$ cat config.mk
export PLATFORM = sky130hd
export DESIGN_NAME = div_sequencer
export DESIGN_NICKNAME = d
export VERILOG_FILES = /design/src/rtl/div_pkg.sv /design/src/rtl/div_sequencer_rr_arb2.sv /design/src/rtl/div_sequencer.sv
export SDC_FILE = /design/constraint.sdc
export NUM_CORES = 1
export LEC_CHECK = 0
export CAP_MARGIN = 10
export CORE_AREA = 2 2 132 134
export DETAILED_ROUTE_END_ITERATION = 10
export DIE_AREA = 0 0 134 136
export PLACE_DENSITY = 0.7
export SLEW_MARGIN = 25
export SYNTH_ARGS = -nofsm -noshare
export SYNTH_HDL_FRONTEND = slang
export SYNTH_HIERARCHICAL = 1
export SYNTH_SLANG_ARGS = --single-unit
$ cat constraint.sdc
create_clock -name clk -period 3.4 [get_ports clk]
set_input_delay 0.85 -clock clk [delete_from_list [all_inputs] [get_ports clk]]
set_output_delay 0.85 -clock clk [all_outputs]
set_load 0.05 [all_outputs]
$ cat src/rtl/div_pkg.sv
// Shared definitions for the divider front-end: opcodes, FSM states,
// default iteration count and result field positions.
package div_pkg;

    // Divider opcodes
    localparam logic [5:0] DIV_NOP  = 6'b000000;
    localparam logic [5:0] DIV_DIVU = 6'b011011;
    localparam logic [5:0] DIV_OUT  = 6'b111111;

    // Iterations the divider needs for a 32-bit operand
    localparam int DIV_ITER_DEFAULT = 32;

    // Field positions in the divider's 64-bit dataOut after OUT
    localparam int REM_MSB  = 63;
    localparam int REM_LSB  = 32;
    localparam int QUOT_MSB = 31;
    localparam int QUOT_LSB = 0;

    typedef enum logic [2:0] {
        IDLE,
        RUN,
        SHIFT,
        CAPT,
        RESP
    } div_state_t;

endpackage

$ cat src/rtl/div_sequencer_rr_arb2.sv
// Two-port round-robin arbiter. A lone requester is granted directly.
// When both request, the port that was not granted last wins. The
// pointer moves only when the granted request is actually taken.
module rr_arb2 (
    input  logic       clk,
    input  logic       reset,
    input  logic [1:0] req,
    input  logic       advance,
    output logic [1:0] grant
);

    // ptr = 0 favours port 0, ptr = 1 favours port 1
    logic ptr;

    // Combinational grant from the request vector and the pointer
    always_comb begin
        grant = 2'b00;
        case (req)
            2'b01:   grant = 2'b01;
            2'b10:   grant = 2'b10;
            2'b11:   grant = ptr ? 2'b10 : 2'b01;
            default: grant = 2'b00;
        endcase
    end

    // After a grant is taken, favour the port that was not served
    always_ff @(posedge clk) begin
        if (reset) begin
            ptr <= 1'b0;
        end else if (advance) begin
            ptr <= grant[0];
        end
    end

endmodule

$ cat src/rtl/div_sequencer.sv
// Front-end controller for the iterative 32-bit unsigned divider.
// It arbitrates between two requesters and keeps one division in
// flight. It sequences the divider through DIVU iterations and the
// final OUT shift, then returns quotient/remainder tagged with the
// requester id.
// Optional build macro DIVZERO_BYPASS_EN: adds resp_err and answers a
// zero divisor directly from IDLE without running the divider.
module div_sequencer
    import div_pkg::*;
#(
    parameter int ITER_CYCLES = DIV_ITER_DEFAULT,
    parameter int PORTS       = 2
) (
    input  logic        clk,
    input  logic        reset,
    input  logic [1:0]  req_valid,
    output logic [1:0]  req_ready,
    input  logic [31:0] req_a0,
    input  logic [31:0] req_a1,
    input  logic [31:0] req_b0,
    input  logic [31:0] req_b1,
    output logic        resp_valid,
    input  logic        resp_ready,
    output logic        resp_id,
    output logic [31:0] resp_quot,
    output logic [31:0] resp_rem,
`ifdef DIVZERO_BYPASS_EN
    output logic        resp_err,
`endif
    output logic [5:0]  div_signal,
    output logic [31:0] div_a,
    output logic [31:0] div_b,
    output logic        div_reset,
    input  logic [63:0] div_result
);

    localparam int CNT_W = $clog2(ITER_CYCLES + 1);

    div_state_t       state_q;
    div_state_t       state_d;
    logic [CNT_W-1:0] cnt;
    logic [PORTS-1:0] grant;
    logic             hs;
    logic             last_iter;
    logic             zero_div;
    logic [31:0]      sel_a;
    logic [31:0]      sel_b;

    rr_arb2 u_arb (
        .clk     (clk),
        .reset   (reset),
        .req     (req_valid),
        .advance (hs),
        .grant   (grant)
    );

    assign hs        = (state_q == IDLE) && (|(req_valid & grant));
    assign sel_a     = grant[1] ? req_a1 : req_a0;
    assign sel_b     = grant[1] ? req_b1 : req_b0;
    assign last_iter = (cnt == CNT_W'(ITER_CYCLES - 1));
`ifdef DIVZERO_BYPASS_EN
    assign zero_div  = (sel_b == 32'd0);
`else
    assign zero_div  = 1'b0;
`endif

    // State register
    always_ff @(posedge clk) begin
        if (reset) begin
            state_q <= IDLE;
        end else begin
            state_q <= state_d;
        end
    end

    // Next state and per-state outputs
    always_comb begin
        state_d    = state_q;
        req_ready  = 2'b00;
        div_signal = DIV_NOP;
        resp_valid = 1'b0;
        case (state_q)
            IDLE: begin
                req_ready = grant;
                if (hs) begin
                    state_d = zero_div ? RESP : RUN;
                end
            end
            RUN: begin
                div_signal = DIV_DIVU;
                if (last_iter) begin
                    state_d = SHIFT;
                end
            end
            SHIFT: begin
                div_signal = DIV_OUT;
                state_d    = CAPT;
            end
            CAPT: begin
                state_d = RESP;
            end
            RESP: begin
                resp_valid = 1'b1;
                if (resp_ready) begin
                    state_d = IDLE;
                end
            end
            default: state_d = IDLE;
        endcase
    end

    // Iteration counter and divider reset pulse
    always_ff @(posedge clk) begin
        if (reset) begin
            cnt       <= '0;
            div_reset <= 1'b1;
        end else begin
            div_reset <= 1'b0;
            if (hs) begin
                cnt <= '0;
            end else if (state_q == RUN) begin
                cnt <= cnt + 1'b1;
            end
        end
    end

    // Operand and id capture on the request handshake
    always_ff @(posedge clk) begin
        if (reset) begin
            div_a   <= '0;
            div_b   <= '0;
            resp_id <= 1'b0;
        end else if (hs) begin
            div_a   <= sel_a;
            div_b   <= sel_b;
            resp_id <= grant[1];
        end
    end

    // Response payload: divider result in CAPT, or the zero-divisor answer
    always_ff @(posedge clk) begin
        if (reset) begin
            resp_quot <= '0;
            resp_rem  <= '0;
`ifdef DIVZERO_BYPASS_EN
            resp_err  <= 1'b0;
`endif
        end else if (state_q == CAPT) begin
            resp_rem  <= div_result[REM_MSB:REM_LSB];
            resp_quot <= div_result[QUOT_MSB:QUOT_LSB];
        end else if (hs && zero_div) begin
            resp_quot <= 32'hFFFF_FFFF;
            resp_rem  <= sel_a;
`ifdef DIVZERO_BYPASS_EN
            resp_err  <= 1'b1;
        end else if (hs) begin
            resp_err  <= 1'b0;
`endif
        end
    end

endmodule

==> impl_metrics.json <==
{
  "r2r_start": "state_q[2]$_SDFFE_PP0P_",
  "grt-ovfl-total": 0,
  "path_class": "flop to output port",
  "htreeDepth": 4,
  "final_cell_mix": "328 x clkdlybuf4s50_1, 140 x dfxtp_1, 134 x a21oi_1",
  "path_buf_inv": 1,
  "routed_wl_mm": 19.28,
  "setup_viol": 0,
  "rows": 48,
  "cp_slowest_cell": "dlygate4sd2_1",
  "die_w_um": 134,
  "power_density_nw_per_um2": 469.9,
  "clock_latency_ps": 420,
  "core_sq_um": 16880,
  "crit_required_ps": 2550,
  "cp_top_family": "buffers and inverters",
  "rr_worst_depth": 4,
  "grt_util_met2_pct": 33.99,
  "vdd_drop_max_mv": 0.3279,
  "p_int_uw": 3226,
  "ys_seq_elements": 140,
  "cellLeakagePower_uw": 0.003413,
  "num_antenna_cells": 0,
  "grt_max_degree": 68,
  "p_clk_share_pct": 38.2,
  "grt_pass1_wl_mm": 29.39,
  "p_sw_uw": 1363,
  "hold_path_end": "resp_quot[6]$_SDFFE_PP0N_",
  "min_from": "resp_quot[6]$_SDFFE_PP0N_",
  "die_height_um": 136,
  "crit_arrival_ps": 2220,
  "grt_use_met1_pct": 24.77,
  "period_minus_slack_ps": 3074,
  "io_pins": 336,
  "grt.total_usage_pct": 20.52,
  "final_nets": 1142,
  "regToRegSetupSlack_ps": 1440,
  "drive_above_1_share_pct": 5.643,
  "yosysSeqAreaShare_pct": 49.27,
  "cp_max_fo": 11,
  "hold_path.class": "flop to flop",
  "finalCritPeriodShare_pct": 90.40,
  "seqPwrFrac_pct": 38.6,
  "routed_via_density": 4.866,
  "tightestPinTransition_ps": 754.1,
  "ys_types": 34,
  "avgSynthCellArea_sq_um": 8.846,
  "vias": 5752,
  "synth.cell_area_sq_um": 5688,
  "cts_inserted_buffers": 17,
  "fmax_ghz": 0.3254,
  "final_area_sq_um": 9763,
  "swShare_pct": 29.70,
  "rsz0062_at_grt": "no",
  "firstDrtPassIters": 5,
  "syn_nets": 841,
  "skew_ps": 10.78,
  "postRouteAntennaNets": 0,
  "antenna_found_initial": 0,
  "placed_area_sq_um": 9205,
  "fill_cells": 1550,
  "synthCells": 643,
  "status": "finished, final reports clean",
  "drt_iter0_drc": 248,
  "p_comb_share_pct": 23.2,
  "gp_congestion": 0.7920,
  "critPathLaunchType": "flop",
  "cp_slowest_stage_delay_ps": 580,
  "clock-sinks": 140,
  "maxSlewViolCount": 0,
  "cts.clk_slew.worst_paths_ps": 60,
  "tns_ps": 0,
  "cts_tree": "done",
  "crit_chain": "or3b_1, o21ai_0, dlygate4sd2_1",
  "r2r-end": "div_b[18]$_SDFFE_PP0P_",
  "die-area_sq_um": 18220,
  "dp_hpwl_mm": 13.69,
  "wl_per_cell_um": 16.31,
  "start_util_pct": 33.70,
  "first_global_vias": 5457,
  "end_kind": "output port",
  "hold-path-cell-count": 2,
  "port_buffers": 335,
  "relSlewSlack_pct": 49.73,
  "layout_commonest_cell": "clkdlybuf4s50_1",
  "drc_errors": 0,
  "maxCapViolations": 0,
  "grt_util_met3_pct": 8.091,
  "area_growth_pct": 71.65,
  "path_depth": 3,
  "cts_buffer_depth": 2,
  "ys.warnings.count": 6,
  "grt.busiest_layer": "met2",
  "root_buffer": "clkbuf_16",
  "finalHoldViolations": 0
}
==> synthesized netlist by cell type <==
cell / number / area [sq um]
clkbuf_1: 34 / 127.6
nand3_1: 4 / 20.02
dfxtp_1: 140 / 2803
nand2b_1: 4 / 25.02
a21bo_2: 1 / 10.01
clkbuf_2: 1 / 5.000
and2_1: 3 / 18.77
o21bai_1: 2 / 15.01
ha_1: 1 / 12.51
mux2i_1: 65 / 650.6
nor3b_1: 2 / 15.01
and3b_1: 1 / 8.760
o21ai_0: 4 / 20.02
nor3b_2: 1 / 12.51
nor3_2: 1 / 10.01
inv_1: 3 / 11.26
a31o_1: 1 / 8.760
buf_4: 6 / 45.04
or3_1: 3 / 18.77
or3b_1: 1 / 8.760
nand2_1: 129 / 484.2
buf_1: 9 / 33.78
nor2_1: 3 / 11.26
o31ai_1: 2 / 15.01
a22o_1: 1 / 8.760
a21boi_2: 1 / 11.26
a21o_1: 1 / 7.510
nand3b_1: 1 / 7.510
buf_2: 16 / 80.08
or4_1: 1 / 7.510
a21boi_0: 1 / 7.510
xor2_1: 1 / 8.760
a21oi_1: 134 / 670.6
a211oi_1: 65 / 488.0
==> power groups by stage <==
stage	clock, uW	combinational, uW	sequential [uW]
final	1750	1060	1770
after global routing	1870	1130	1780
after CTS	1800	1070	1770
after detailed placement	0	1070	1800
after global placement	0	1070	1800
after floorplan	0	312	2080
==> worst reg2reg max path, stage by stage (launching register included) <==
cell and delay [ps]:
dfxtp_1 390, nor3_4 370, buf_4 640, a21oi_1 200
a211oi_1 270
==> flip-flops by register name, indices dropped and copies added, names as in the netlist, 3 cells and up <==
| signal | cells |
|---|---|
| state_q | 3 |
| resp_quot | 32 |
| div_b | 32 |
| div_a | 32 |
| cnt | 6 |
| resp_rem | 32 |
==> cells by family after synthesis <==
logic type | synth area share [%]
muxes | 11.44
buffers and inverters | 5.323
DFF | 49.27
AOI/OAI and AO/OA | 22.20
adders and majority gates | 0.2199
xor gates and xnor gates | 0.1540
and+or+nand+nor | 11.39
==> routing by layer <==
layer | wire [um] | vias up
met3 | 1713 | 17
met2 | 9318 | 237
met5 | 0 | -
met4 | 296 | 0
met1 | 7949 | 2627
li1 | - | 2871
==> repair_timing <==
item                                    CTS  global route
resized for setup                         3             1
endpoints found under the setup margin    4             1
hold buffers                              0             0
setup buffers                             0             0
==> stage by stage <==
| stage | std cells | hold WS (ps) | setup WS (ps) | total power (uW) | utilization [%] |
|---|---|---|---|---|---|
| 4_1_cts | 1182 | 454.7 | 8.796 | 4639 | 57.84 |
| 5_1_grt | 1182 | 470.9 | 203.8 | 4778 | 57.85 |
| 3_5_place_dp | 1150 | 446.0 | 415.3 | 2875 | 54.54 |
| 2_1_floorplan | 643 | 446.8 | 291.5 | 2389 | - |
| 6_report | 1182 | 453.6 | 326.4 | 4588 | 57.85 |
| 3_3_place_gp | 1150 | 440.8 | 488.8 | 2868 | 54.54 |
==> layout make-up <==
| type | instances | area (sq um) | area share, % |
|---|---|---|---|
| inverter | 3 | 11.26 | 0.1153 |
| clock buffer | 20 | 446.7 | 4.575 |
| sequential | 140 | 2803 | 28.71 |
| multi-input combinational | 434 | 2604 | 26.67 |
| clock inverter | 12 | 112.6 | 1.153 |
| tap | 225 | 281.5 | 2.884 |
| timing repair buffer | 348 | 3505 | 35.90 |
==> worst max path at each step <==
stage,from,end,slack [ps]
floorplan,state_q[1]$_SDFFE_PP0P_,div_signal[1],290
global placement,state_q[0]$_SDFFE_PP0P_,div_signal[4],490
detailed placement,state_q[0]$_SDFFE_PP0P_,div_signal[0],420
CTS,state_q[0]$_SDFFE_PP0P_,div_signal[1],9
global route,state_q[0]$_SDFFE_PP0P_,div_signal[0],200
finish,state_q[0]$_SDFFE_PP0P_,div_signal[0],330
Power figures use the tool's default switching activity.
